[src/rtl/ssp_rx_ctrl_pkg.sv]
// ssp_pkg: shared types and constants for the SSP receive controller.
// Holds the main/handoff FSM state enums and sizing constants.
package ssp_pkg;

    typedef enum logic {
        IDLE,
        SHIFT
    } main_state_t;

    typedef enum logic [1:0] {
        H_IDLE,
        H_PULSE,
        H_GAP
    } ho_state_t;

    localparam int SSP_SYNC_STAGES = 2;
    localparam int SSP_TO_W        = 16;

endpackage

[src/rtl/ssp_rx_ctrl_if.sv]
// ssp_rx_ctrl_if: pins and FIFO handshake of the SSP receive controller.
// slave = controller side, master = pad/FIFO/driver side.
interface ssp_rx_ctrl_if #(
    parameter int DATA_WIDTH = 8
);

    logic                  RXEN;
    logic                  SSPCLKIN;
    logic                  SSPFSSIN;
    logic                  SSPRXD;
    logic                  SSPRXINTR;
    logic                  EMPTY;
    logic                  ROR_CLR;
    logic [DATA_WIDTH-1:0] RxDATA;
    logic                  ISREADY;
    logic                  SSPRORINTR;
    logic                  SSPRTINTR;
    logic                  BUSY;

    modport slave (
        input  RXEN, SSPCLKIN, SSPFSSIN, SSPRXD,
        input  SSPRXINTR, EMPTY, ROR_CLR,
        output RxDATA, ISREADY, SSPRORINTR,
        output SSPRTINTR, BUSY
    );

    modport master (
        output RXEN, SSPCLKIN, SSPFSSIN, SSPRXD,
        output SSPRXINTR, EMPTY, ROR_CLR,
        input  RxDATA, ISREADY, SSPRORINTR,
        input  SSPRTINTR, BUSY
    );

endinterface

[src/rtl/ssp_rx_ctrl_sync_edge.sv]
// ssp_sync_edge: 2-flop synchroniser with rise/fall detect.
// Ports: clk, rst_n, d (async in), q (synced level), rise, fall.
module ssp_sync_edge
    import ssp_pkg::*;
#(
    parameter logic RST_VAL = 1'b0
) (
    input  logic clk,
    input  logic rst_n,
    input  logic d,
    output logic q,
    output logic rise,
    output logic fall
);

    logic [SSP_SYNC_STAGES-1:0] sync;
    logic                       prev;

    always_ff @(posedge clk or negedge rst_n) begin
        if (!rst_n) begin
            sync <= {SSP_SYNC_STAGES{RST_VAL}};
            prev <= RST_VAL;
        end else begin
            sync <= {sync[SSP_SYNC_STAGES-2:0], d};
            prev <= sync[SSP_SYNC_STAGES-1];
        end
    end

    assign q    = sync[SSP_SYNC_STAGES-1];
    assign rise = q & ~prev;
    assign fall = ~q & prev;

endmodule

[src/rtl/ssp_rx_ctrl.sv]
// ssp_rx_ctrl: SSP receive deserialiser and FIFO handoff sequencer.
// Ports: PCLK, CLEAR_B, bus (ssp_rx_ctrl_if.slave). Option: SSP_RX_TIMEOUT_EN.
module ssp_rx_ctrl
    import ssp_pkg::*;
#(
    parameter int DATA_WIDTH     = 8,
    parameter int TIMEOUT_CYCLES = 32
) (
    input  logic          PCLK,
    input  logic          CLEAR_B,
    ssp_rx_ctrl_if.slave  bus
);

    localparam int CW = $clog2(DATA_WIDTH + 1);

    main_state_t               state;
    ho_state_t                 hstate;
    logic [CW-1:0]             bit_cnt;
    logic [DATA_WIDTH-2:0]     shift_reg;
    logic [SSP_SYNC_STAGES-1:0] rxd_pipe;
    logic [DATA_WIDTH-1:0]     word;
    logic [DATA_WIDTH-1:0]     rx_data;
    logic                      isready;
    logic                      ror;
    logic                      word_done;
    logic                      clk_lvl, clk_rise, clk_fall;
    logic                      fss_lvl, fss_rise, fss_fall;
    logic                      rxd_d;
    logic                      unused_sync;

    ssp_sync_edge #(.RST_VAL(1'b0)) u_clk_sync (
        .clk   (PCLK),
        .rst_n (CLEAR_B),
        .d     (bus.SSPCLKIN),
        .q     (clk_lvl),
        .rise  (clk_rise),
        .fall  (clk_fall)
    );

    // Frame select idles high; resetting to 1 avoids a false fall.
    ssp_sync_edge #(.RST_VAL(1'b1)) u_fss_sync (
        .clk   (PCLK),
        .rst_n (CLEAR_B),
        .d     (bus.SSPFSSIN),
        .q     (fss_lvl),
        .rise  (fss_rise),
        .fall  (fss_fall)
    );

    // Data gets the same delay as the clock so it lines up with clk_rise.
    always_ff @(posedge PCLK or negedge CLEAR_B) begin
        if (!CLEAR_B) rxd_pipe <= '0;
        else          rxd_pipe <= {rxd_pipe[SSP_SYNC_STAGES-2:0], bus.SSPRXD};
    end

    assign rxd_d     = rxd_pipe[SSP_SYNC_STAGES-1];
    assign word      = {shift_reg, rxd_d};
    assign word_done = (state == SHIFT) && bus.RXEN && !fss_lvl
                     && clk_rise && (bit_cnt == CW'(DATA_WIDTH - 1));

    always_ff @(posedge PCLK or negedge CLEAR_B) begin
        if (!CLEAR_B) begin
            state     <= IDLE;
            bit_cnt   <= '0;
            shift_reg <= '0;
        end else begin
            unique case (state)
                IDLE: begin
                    if (bus.RXEN && fss_fall) begin
                        bit_cnt <= '0;
                        state   <= SHIFT;
                    end
                end
                SHIFT: begin
                    if (!bus.RXEN || fss_lvl) begin
                        bit_cnt <= '0;
                        state   <= IDLE;
                    end else if (clk_rise) begin
                        shift_reg <= word[DATA_WIDTH-2:0];
                        bit_cnt   <= word_done ? '0 : bit_cnt + 1'b1;
                    end
                end
                default: state <= IDLE;
            endcase
        end
    end

    // ISREADY: low on load, high one cycle, low one cycle, back to H_IDLE.
    always_ff @(posedge PCLK or negedge CLEAR_B) begin
        if (!CLEAR_B) begin
            hstate  <= H_IDLE;
            rx_data <= '0;
            isready <= 1'b0;
            ror     <= 1'b0;
        end else begin
            unique case (hstate)
                H_IDLE: begin
                    if (word_done && !bus.SSPRXINTR) begin
                        rx_data <= word;
                        hstate  <= H_PULSE;
                    end
                end
                H_PULSE: begin
                    isready <= 1'b1;
                    hstate  <= H_GAP;
                end
                H_GAP: begin
                    isready <= 1'b0;
                    if (!isready) hstate <= H_IDLE;
                end
                default: hstate <= H_IDLE;
            endcase
            // A new overrun beats a simultaneous clear.
            if (word_done && (bus.SSPRXINTR || hstate != H_IDLE))
                ror <= 1'b1;
            else if (bus.ROR_CLR)
                ror <= 1'b0;
        end
    end

    assign bus.RxDATA     = rx_data;
    assign bus.ISREADY    = isready;
    assign bus.SSPRORINTR = ror;
    assign bus.BUSY       = (state == SHIFT) || (hstate != H_IDLE);

`ifdef SSP_RX_TIMEOUT_EN
    logic [SSP_TO_W-1:0] to_cnt;

    always_ff @(posedge PCLK or negedge CLEAR_B) begin
        if (!CLEAR_B)
            to_cnt <= '0;
        else if (bus.EMPTY || clk_rise || hstate != H_IDLE)
            to_cnt <= '0;
        else if (to_cnt != '1)
            to_cnt <= to_cnt + 1'b1;
    end

    assign bus.SSPRTINTR = (to_cnt >= SSP_TO_W'(TIMEOUT_CYCLES - 1));
    assign unused_sync   = clk_lvl ^ clk_fall ^ fss_rise;
`else
    assign bus.SSPRTINTR = 1'b0;
    assign unused_sync   = ^{clk_lvl, clk_fall, fss_rise,
                             bus.EMPTY, (TIMEOUT_CYCLES == 0)};
`endif

endmodule

[src/flat_wrapper.sv]
// flat-port wrapper written by rule: the top's interface ports become plain ports
module ssp_rx_ctrl_flat import ssp_pkg::*;
#(
    parameter int DATA_WIDTH     = 8,
    parameter int TIMEOUT_CYCLES = 32
)
  (PCLK, CLEAR_B, bus_RXEN, bus_SSPCLKIN, bus_SSPFSSIN, bus_SSPRXD, bus_SSPRXINTR, bus_EMPTY, bus_ROR_CLR, bus_RxDATA, bus_ISREADY, bus_SSPRORINTR, bus_SSPRTINTR, bus_BUSY);
  ssp_rx_ctrl_if #(.DATA_WIDTH(DATA_WIDTH)) bus_i ();
  input  logic PCLK;
  input  logic CLEAR_B;
  input wire logic [$bits(bus_i.RXEN)-1:0] bus_RXEN;
  input wire logic [$bits(bus_i.SSPCLKIN)-1:0] bus_SSPCLKIN;
  input wire logic [$bits(bus_i.SSPFSSIN)-1:0] bus_SSPFSSIN;
  input wire logic [$bits(bus_i.SSPRXD)-1:0] bus_SSPRXD;
  input wire logic [$bits(bus_i.SSPRXINTR)-1:0] bus_SSPRXINTR;
  input wire logic [$bits(bus_i.EMPTY)-1:0] bus_EMPTY;
  input wire logic [$bits(bus_i.ROR_CLR)-1:0] bus_ROR_CLR;
  output wire logic [$bits(bus_i.RxDATA)-1:0] bus_RxDATA;
  output wire logic [$bits(bus_i.ISREADY)-1:0] bus_ISREADY;
  output wire logic [$bits(bus_i.SSPRORINTR)-1:0] bus_SSPRORINTR;
  output wire logic [$bits(bus_i.SSPRTINTR)-1:0] bus_SSPRTINTR;
  output wire logic [$bits(bus_i.BUSY)-1:0] bus_BUSY;
  assign bus_i.RXEN = bus_RXEN;
  assign bus_i.SSPCLKIN = bus_SSPCLKIN;
  assign bus_i.SSPFSSIN = bus_SSPFSSIN;
  assign bus_i.SSPRXD = bus_SSPRXD;
  assign bus_i.SSPRXINTR = bus_SSPRXINTR;
  assign bus_i.EMPTY = bus_EMPTY;
  assign bus_i.ROR_CLR = bus_ROR_CLR;
  assign bus_RxDATA = bus_i.RxDATA;
  assign bus_ISREADY = bus_i.ISREADY;
  assign bus_SSPRORINTR = bus_i.SSPRORINTR;
  assign bus_SSPRTINTR = bus_i.SSPRTINTR;
  assign bus_BUSY = bus_i.BUSY;
  ssp_rx_ctrl #(.DATA_WIDTH(DATA_WIDTH), .TIMEOUT_CYCLES(TIMEOUT_CYCLES)) u_core (.PCLK(PCLK), .CLEAR_B(CLEAR_B), .bus(bus_i));
endmodule
[config.mk]
export PLATFORM = sky130hd
export DESIGN_NAME = ssp_rx_ctrl_flat
export DESIGN_NICKNAME = d
export VERILOG_FILES = /design/src/rtl/ssp_rx_ctrl_pkg.sv /design/src/rtl/ssp_rx_ctrl_if.sv /design/src/rtl/ssp_rx_ctrl_sync_edge.sv /design/src/rtl/ssp_rx_ctrl.sv /design/src/flat_wrapper.sv
export SDC_FILE = /design/constraint.sdc
export NUM_CORES = 1
export LEC_CHECK = 0
export BUFFER_PORTS_ARGS = -buffer_cell sky130_fd_sc_hd__buf_2
export CORE_MARGIN = 10
export CORE_UTILIZATION = 50
export CTS_CLUSTER_DIAMETER = 30
export DETAILED_ROUTE_END_ITERATION = 10
export PLACE_DENSITY = 0.72
export REMOVE_ABC_BUFFERS = 1
export SKIP_LAST_GASP = 1
export SLEW_MARGIN = 25
export SYNTH_ARGS = -nofsm -noshare
export SYNTH_HDL_FRONTEND = slang
export SYNTH_SLANG_ARGS = --single-unit
[constraint.sdc]
create_clock -name PCLK -period 2.4 [get_ports PCLK]
set_input_delay 0.12 -clock PCLK [delete_from_list [all_inputs] [get_ports PCLK]]
set_output_delay 0.12 -clock PCLK [all_outputs]
set_load 0.005 [all_outputs]
Word level (Yosys, flattened, before mapping)
Cells that the tools add are included.
- add/subtract/negate cells: 1
- eq/ne operators: 7
- muxes and demuxes: 14
- bitwise logic cells: 6
- reductions and logical operators: 21
- operators with widths (kind ; count):
    4-bit 2-to-1 mux ; 4
    4-bit case mux with 2 select lines ; 1
    1-bit logical AND ; 7
    2-bit case mux with 3 select lines ; 1
    2-bit AND reduction ; 3
    2-bit nonzero test ; 3
    4-bit by 1-bit adder with 4-bit output, second input constant ; 1
    4-bit by 3-bit equality test with 1-bit output, second input constant ; 1
    1-bit 2-to-1 mux ; 4
    2-bit 2-to-1 mux ; 2
    2-bit by 1-bit inequality test with 1-bit output, second input constant ; 2
    1-bit inverter ; 4
    1-bit case mux with 2 select lines ; 2
    1-bit zero test ; 3
    1-bit logical OR ; 3
    3-bit inequality test, second input constant ; 1
    3-bit AND reduction ; 1
    1-bit bitwise AND ; 2
    2-bit by 1-bit equality test with 1-bit output, second input constant ; 1
    2-bit equality test, second input constant ; 1
    2-bit zero test ; 1
    2-bit inequality test, second input constant ; 1
- flip-flop bits (word level): 32
- input bits: 9
- output and inout bits: 12
- word-level logic and storage cells: 61

Longest topological paths before layout
Gate-level depths: netlist (run 1).
- depth in word-level cells: 8
- gate-level depth with buffers: 5
- depth with buffers taken out: 5

Modules after synthesis
From an unflattened synthesis (run 1), not the netlist that was laid out.
- cell total of the unflattened synthesis: 109
- area, all modules: 1385.1 µm²
- by module, submodules not included (module ; times used ; cells an instance ; area an instance (µm²) ; sequential area each (µm²)):
    ssp_rx_ctrl ; 1 ; 99 ; 1201.2 ; 650.6
    ssp_sync_edge (u_core.u_fss_sync) ; 1 ; 5 ; 93.8 ; 78.8
    ssp_sync_edge (u_core.u_clk_sync) ; 1 ; 5 ; 90.1 ; 75.1

Worst setup path before layout (run 1)
OpenSTA, ideal clock, no wires.
- path kind: register to register
- start point: register u_core.bit_cnt[0]
- end point: register u_core.rx_data[0], in the netlist u_core.bus.RxDATA[0]
- setup time: 125 ps
- arrival time: 1534 ps
- data required time: 2275 ps
- slack: 741 ps
- cell stages (with the launch flop): 5
- path buffers: 0
- period minus slack after synthesis: 1659 ps
- cells stage by stage: dfrtp_1 > ha_1 > nand3b_4 > nor4b_4 > mux2_2
- longest elaborated chain between the ends: 4
- RTL lines (what ; line ; text):
    start, declared ; ssp_rx_ctrl.sv:18 ; logic [CW-1:0] bit_cnt;
    start signal, assigned ; ssp_rx_ctrl.sv:80 ; bit_cnt <= word_done ? '0 : bit_cnt + 1'b1;
    4-bit by 3-bit equality test with 1-bit output ; ssp_rx_ctrl.sv:59 ; && clk_rise && (bit_cnt == CW'(DATA_WIDTH - 1));
    1-bit logical AND ; ssp_rx_ctrl.sv:59 ;
    1-bit logical AND ; ssp_rx_ctrl.sv:98 ; if (word_done && !bus.SSPRXINTR) begin
    2-bit AND reduction (no source line) ; - ;
    end signal, assigned ; ssp_rx_ctrl.sv:99 ; rx_data <= word;
    end, declared ; ssp_rx_ctrl.sv:22 ; logic [DATA_WIDTH-1:0] rx_data;
No other way between the ends.
A chain may end at the register's enable or synchronous reset.

Final worst setup path (run 1)
- start point: register u_core.bit_cnt[0]
- end point: register u_core.rx_data[5], in the netlist u_core.bus.RxDATA[5]
Same word-level chain as after synthesis.

==> run_results.csv, run 1 <==
group,metric,value,unit
floorplanning,pin_count,21,
cells_and_area,fill_cells,198,
worst_setup_path,setup.worst_path.start,"u_core.bit_cnt[0]",
clock_network,cts_resized,0,
power_and_ir_drop,power_density,573,nW/µm²
logic_synthesis,ys.flop_type,"dfrtp_1",
cells_and_area,area_delta_synth_final,16.7,%
cells_and_area,largest_reg_flops,8,
clock_network,clk_pin_slew_worst_paths,0.10,ns
logic_synthesis,synth_edf_count,0,
timing,report.final.slew_viol_count,0,
routing,routed.top_layer,"met4",
logic_synthesis,synth_cell_types,31,
worst_setup_path,max_stage_delay,0.58,ns
worst_setup_path,crit_path_start_kind,"register",
floorplanning,core,2520,µm²
routing,drc_errors,0,
cells_and_area,fin_area,1560,µm²
worst_setup_path,critPathBufInv,0,
worst_setup_path,cp-end-kind,"register",
routing,dr.pass1.iters,4,
cells_and_area,layout-drive-gt1-share,0.336,
placement,placed_area,1460,µm²
power_and_ir_drop,comb_power_share,0.044,
worst_setup_path,cp.required,2.61,ns
timing,skew,0.0123,ns
clock_network,insertion_delay,0.33,ns
timing,final.setup.worst_slack,0.497,ns
power_and_ir_drop,power.switching,0.211,mW
logic_synthesis,yosysWarnings,0,
logic_synthesis,synthCells,105,
power_and_ir_drop,seqPwrFrac,0.627,
timing,hold_viol_final,0,
logic_synthesis,async_flop_share,1.00,
timing,slew_headroom,0.542,
clock_network,cts_setup_buffers,0,
cells_and_area,final_cell_mix,"dfrtp_1, nand2_1, buf_2",
worst_hold_path,hp-class,"in -> reg",
routing,route.met3.wl,144,µm
clock_network,cts.path.max_buffers,2,
worst_setup_path,rr_worst_depth,4,
logic_synthesis,synth.cell_area,1340,µm²
power_and_ir_drop,ir_drop,0.518,mV
worst_setup_path,worstPathArrival,2.12,ns
floorplanning,fp-row-count,18,
power_and_ir_drop,clkPwrFrac,0.329,
worst_setup_path,path_class,"reg -> reg",
global_routing,grt_pass1_wl,4.01,mm
timing,rsz0062_at_grt,"no",
routing,drtIter0Drc,17,
logic_synthesis,synth-seq-cells,32,
floorplanning,dieHeight,71.7,µm
clock_network,root_buffer,"clkbuf_4",
floorplanning,start_util,0.530,
placement,io_buffers,18,
cells_and_area,mostFrequentLayoutCell,"dfrtp_1",
routing,vias,838,
placement,place_congestion,0.801,
clock_network,cts_buffers,5,
logic_synthesis,synth-seq-area-share,0.601,
routing,wl_per_cell,13.9,µm
global_routing,grt_pass1_vias,897,
routing,ant_nets,0,
routing,drt-total-wl,2.27,mm
placement,place_hpwl,1.61,mm
timing,finalCriticalPeriod,1.90,ns
timing,timing.fmax,0.526,GHz
global_routing,grt_max_degree,33,
worst_setup_path,path_cells,"ha_1 -> nand3b_4 -> nor4b_4 -> mux2_2",
worst_setup_path,cp_max_fo,8,
placement,place_worst_setup_slack,0.459,ns
worst_setup_path,reg2reg_to,"u_core.bus.RxDATA[5]",
clock_network,cts_tree,"yes",
logic_synthesis,syn_avg_cell_area,12.7,µm²
routing,viasPerCell,5.11,
floorplanning,dieArea,5140,µm²
worst_setup_path,reg2reg_from,"u_core.bit_cnt[0]",
floorplanning,die_w,71.7,µm
clock_network,htreeDepth,2,
worst_setup_path,r2r_setup_slack,0.50,ns
run_status,status,"completed",
timing,fin_setup_tns,0,ns
global_routing,gr-total-overflow,0,
timing,tightest_slew,0.687,ns
power_and_ir_drop,leakagePower,0.849,nW
worst_setup_path,worst_path_max_delay_cell,"nor4b_4",
timing,post-route-period-util,0.793,
timing,setup-violations-final,0,
worst_setup_path,critPathCapture,"u_core.bus.RxDATA[5]",
power_and_ir_drop,power.switching_fraction,0.236,
worst_setup_path,path_depth,4,
clock_network,cts_sinks,32,
worst_setup_path,path_delay_family,"simple AND/OR/NAND/NOR gates",
power_and_ir_drop,internal-power,0.683,mW
routing,met1_length,1.02,mm
global_routing,antenna_found_initial,0,
global_routing,grt_use_total,0.0966,
cells_and_area,diodes,0,
routing,wl_met2,1.08,mm
cells_and_area,num-nets-final,147,
flow_run,max-cap-violations,0,
## final cells by class
type / count / area, µm² / area share
clock buffer: 6 / 41.3 / 0.0265
clock inverter: 2 / 12.5 / 0.00802
inverter: 5 / 18.8 / 0.0120
multi-input combinational: 65 / 498 / 0.319
sequential: 32 / 805 / 0.516
tap: 30 / 37.5 / 0.0241
timing repair buffer: 24 / 148 / 0.0946
## worst min path at each step
stage	slack, ns	end	cells past startpoint	startpoint
finish	0.12	u_core.bit_cnt[2]	3	bus_RXEN
global route	0.16	u_core.bit_cnt[2]	3	bus_RXEN
CTS	0.11	u_core.bit_cnt[2]	3	bus_RXEN
detailed placement	0.21	u_core.bus.ISREADY	1	CLEAR_B
global placement	0.20	u_core.hstate[0]	1	CLEAR_B
floorplan	-0.18	u_core.bit_cnt[0]	0	CLEAR_B
## kinds of logic after synthesis
family / synth area share
xor+xnor: 0.00655
flops: 0.602
fa+ha+maj: 0.0468
compound gates: 0.0655
other cells: 0.00280
buf+inv: 0.0262
mux: 0.0917
simple gates: 0.159
## cell usage after synthesis, types with 2 or more instances
| cell | count | area share |
|---|---|---|
| mux2_2 | 10 | 0.084 |
| dfstp_2 | 3 | 0.059 |
| a21o_1 | 4 | 0.022 |
| o32ai_1 | 2 | 0.013 |
| nand2_1 | 24 | 0.067 |
| dfrtp_1 | 29 | 0.54 |
| inv_1 | 5 | 0.014 |
| ha_1 | 5 | 0.047 |
## metrics by stage
| step | power (mW) | util | hold WS [ns] | std cells |
|---|---|---|---|---|
| after global routing | 0.928 | 0.619 | 0.156 | 164 |
| final | 0.894 | 0.619 | 0.124 | 164 |
| after detailed placement | 0.605 | 0.577 | 0.207 | 151 |
| after global placement | 0.603 | 0.577 | 0.204 | 151 |
| after floorplan | 0.582 | - | -0.176 | 102 |
| after CTS | 0.903 | 0.619 | 0.108 | 164 |
## timing repair
action,in CTS,in global routing
hold buffers,5,0
endpoints found under the hold margin,33,0
setup endpoints to repair,0,0
## power groups by stage
| stage | Sequential (mW) | Combinational (mW) | Clock (mW) |
|---|---|---|---|
| 6_report | 0.560 | 0.0392 | 0.294 |
| 5_1_grt | 0.562 | 0.0450 | 0.321 |
| 4_1_cts | 0.561 | 0.0403 | 0.302 |
| 3_5_place_dp | 0.571 | 0.0342 | 0 |
| 3_3_place_gp | 0.570 | 0.0330 | 0 |
| 2_1_floorplan | 0.569 | 0.0137 | 0 |
## worst register-to-register path, stage by stage, from the launching register on
cell and delay [ns]:
dfrtp_1 0.41, ha_1 0.27, nand3b_4 0.13, nor4b_4 0.58, mux2_2 0.40
## per-layer routing
| metal | up-vias | GRT usage |
|---|---|---|
| li1 | 408 | - |
| met1 | 406 | 0.107 |
| met2 | 20 | 0.155 |
| met3 | 4 | 0.0427 |
| met4 | 0 | 0.0452 |
| met5 | - | 0 |
No activity file was read; power rests on OpenSTA's default activity.
==> run 2, diff against run 1 <==
Clock period 2.4 ns to 1.85 ns, I/O delays scaled along.
==> run_results.csv, run 2 (synthesis gave the netlist of run 1 again) <==
group,metric,value,unit
routing,drc_errors,0,
cells_and_area,mostFrequentLayoutCell,"dfrtp_1",
clock_network,insertion_delay,0.32,ns
worst_setup_path,reg2reg_from,"u_core.bit_cnt[0]",
routing,wl_per_cell,13.5,µm
timing,fin_setup_tns,0,ns
floorplanning,pin_count,21,
global_routing,gr-total-overflow,0,
placement,place_congestion,0.731,
run_status,status,"completed",
global_routing,grt_pass1_wl,3.80,mm
cells_and_area,fill_cells,198,
timing,hold_viol_final,0,
global_routing,grt_pass1_vias,870,
timing,slew_headroom,0.546,
placement,place_hpwl,1.57,mm
floorplanning,core,2520,µm²
worst_setup_path,path_class,"reg -> reg",
cells_and_area,diodes,0,
routing,vias,827,
worst_hold_path,hp-class,"in -> reg",
clock_network,cts_setup_buffers,0,
power_and_ir_drop,ir_drop,0.520,mV
placement,placed_area,1460,µm²
cells_and_area,multi_input_area,498,µm²
power_and_ir_drop,power_density,750,nW/µm²
worst_setup_path,worstPathArrival,1.92,ns
worst_setup_path,cp-end-kind,"register",
global_routing,grt_max_degree,33,
routing,drt-total-wl,2.22,mm
clock_network,cts.path.max_buffers,2,
cells_and_area,layout-drive-gt1-share,0.333,
routing,ant_nets,0,
timing,rsz0062_at_grt,"no",
cells_and_area,final_cell_mix,"dfrtp_1, nand2_1, buf_2",
clock_network,cts_buffers,5,
cells_and_area,ff_latch_area,805,µm²
worst_setup_path,crit_path_start_kind,"register",
timing,skew,0.00461,ns
worst_hold_path,holdCritStartpoint,"bus_RXEN",
routing,dr.pass1.iters,3,
timing,finalCriticalPeriod,1.71,ns
worst_setup_path,cp_max_fo,8,
clock_network,htreeDepth,2,
placement,io_buffers,18,
floorplanning,die_w,71.7,µm
power_and_ir_drop,leakagePower,0.859,nW
worst_setup_path,setup.worst_path.start,"u_core.bit_cnt[0]",
global_routing,antenna_found_initial,0,
floorplanning,dieHeight,71.7,µm
cells_and_area,fin_area,1570,µm²
timing,post-route-period-util,0.926,
flow_run,max-cap-violations,0,
timing,timing.fmax,0.584,GHz
global_routing,grt_use_total,0.0911,
floorplanning,start_util,0.530,
routing,viasPerCell,5.01,
timing,report.final.slew_viol_count,0,
cells_and_area,area_delta_synth_final,17.6,%
floorplanning,fp-row-count,18,
floorplanning,dieArea,5140,µm²
clock_network,clk_pin_slew_worst_paths,0.09,ns
cells_and_area,largest_reg_flops,8,
clock_network,root_buffer,"clkbuf_4",
clock_network,cts_sinks,32,
timing,setup-violations-final,0,
cells_and_area,post-route-util,0.624,
worst_setup_path,cp.required,2.06,ns
cells_and_area,num-nets-final,148,
routing,drtIter0Drc,28,
timing,tightest_slew,0.680,ns
clock_network,cts_tree,"yes",
## run 2: area by class of cell
class | count | share of cell area
tap | 30 | 0.0239
sequential | 32 | 0.512
multi-input combinational | 65 | 0.317
clock buffer | 8 | 0.0374
timing repair buffer | 25 | 0.0986
inverter | 5 | 0.0119
## run 2: final timing paths
| kind | to | slack [ns] | cells past startpoint |
|---|---|---|---|
| min in group asynchronous | u_core.state | 0.35 | 2 |
| max | u_core.bus.RxDATA[3] | 0.14 | 5 |
| max reg2reg | u_core.bus.RxDATA[3] | 0.14 | 5 |
| min reg2reg | u_core.u_clk_sync.sync[1] | 0.35 | 0 |
| min | u_core.bit_cnt[2] | 0.11 | 3 |
| max in group asynchronous | u_core.shift_reg[0] | 1.07 | 2 |
## run 2: worst max-delay path: stages, from the launching register on
cell	delay (ns)
dfrtp_1	0.40
ha_1	0.26
nand3b_4	0.13
nor4b_4	0.26
buf_4	0.21
mux2_2	0.35
## run 2: metrics by stage
stage               hold WS, ns  std cells  worst slack [ns]  power [mW]
floorplan                -0.203        102             0.179       0.756
global placement          0.171        152             0.183       0.782
detailed placement        0.170        152             0.147       0.784
CTS                      0.0838        165             0.120        1.20
global route              0.124        165            0.0234        1.23
finish                    0.106        165             0.137        1.18
## run 2: per-layer routing
metal,track usage,wire length [µm],vias up
met5,0,0,-
met4,0.0409,15,0
li1,-,-,413
met1,0.102,1010,393
met3,0.0482,186,2
met2,0.140,1010,19
## run 2: power breakdown
part / leakage [nW] / internal [mW] / switching [mW] / total (mW)
Combinational: 0.403 / 0.0229 / 0.0275 / 0.0503
Clock: 0.0326 / 0.187 / 0.215 / 0.403
Sequential: 0.424 / 0.717 / 0.0102 / 0.727
Total: 0.859 / 0.927 / 0.253 / 1.18
## run 2: timing repair
item                                   in CTS  in global routing
endpoints found under the hold margin      33                  0
hold buffers                                5                  0
gates resized for setup                     0                  0
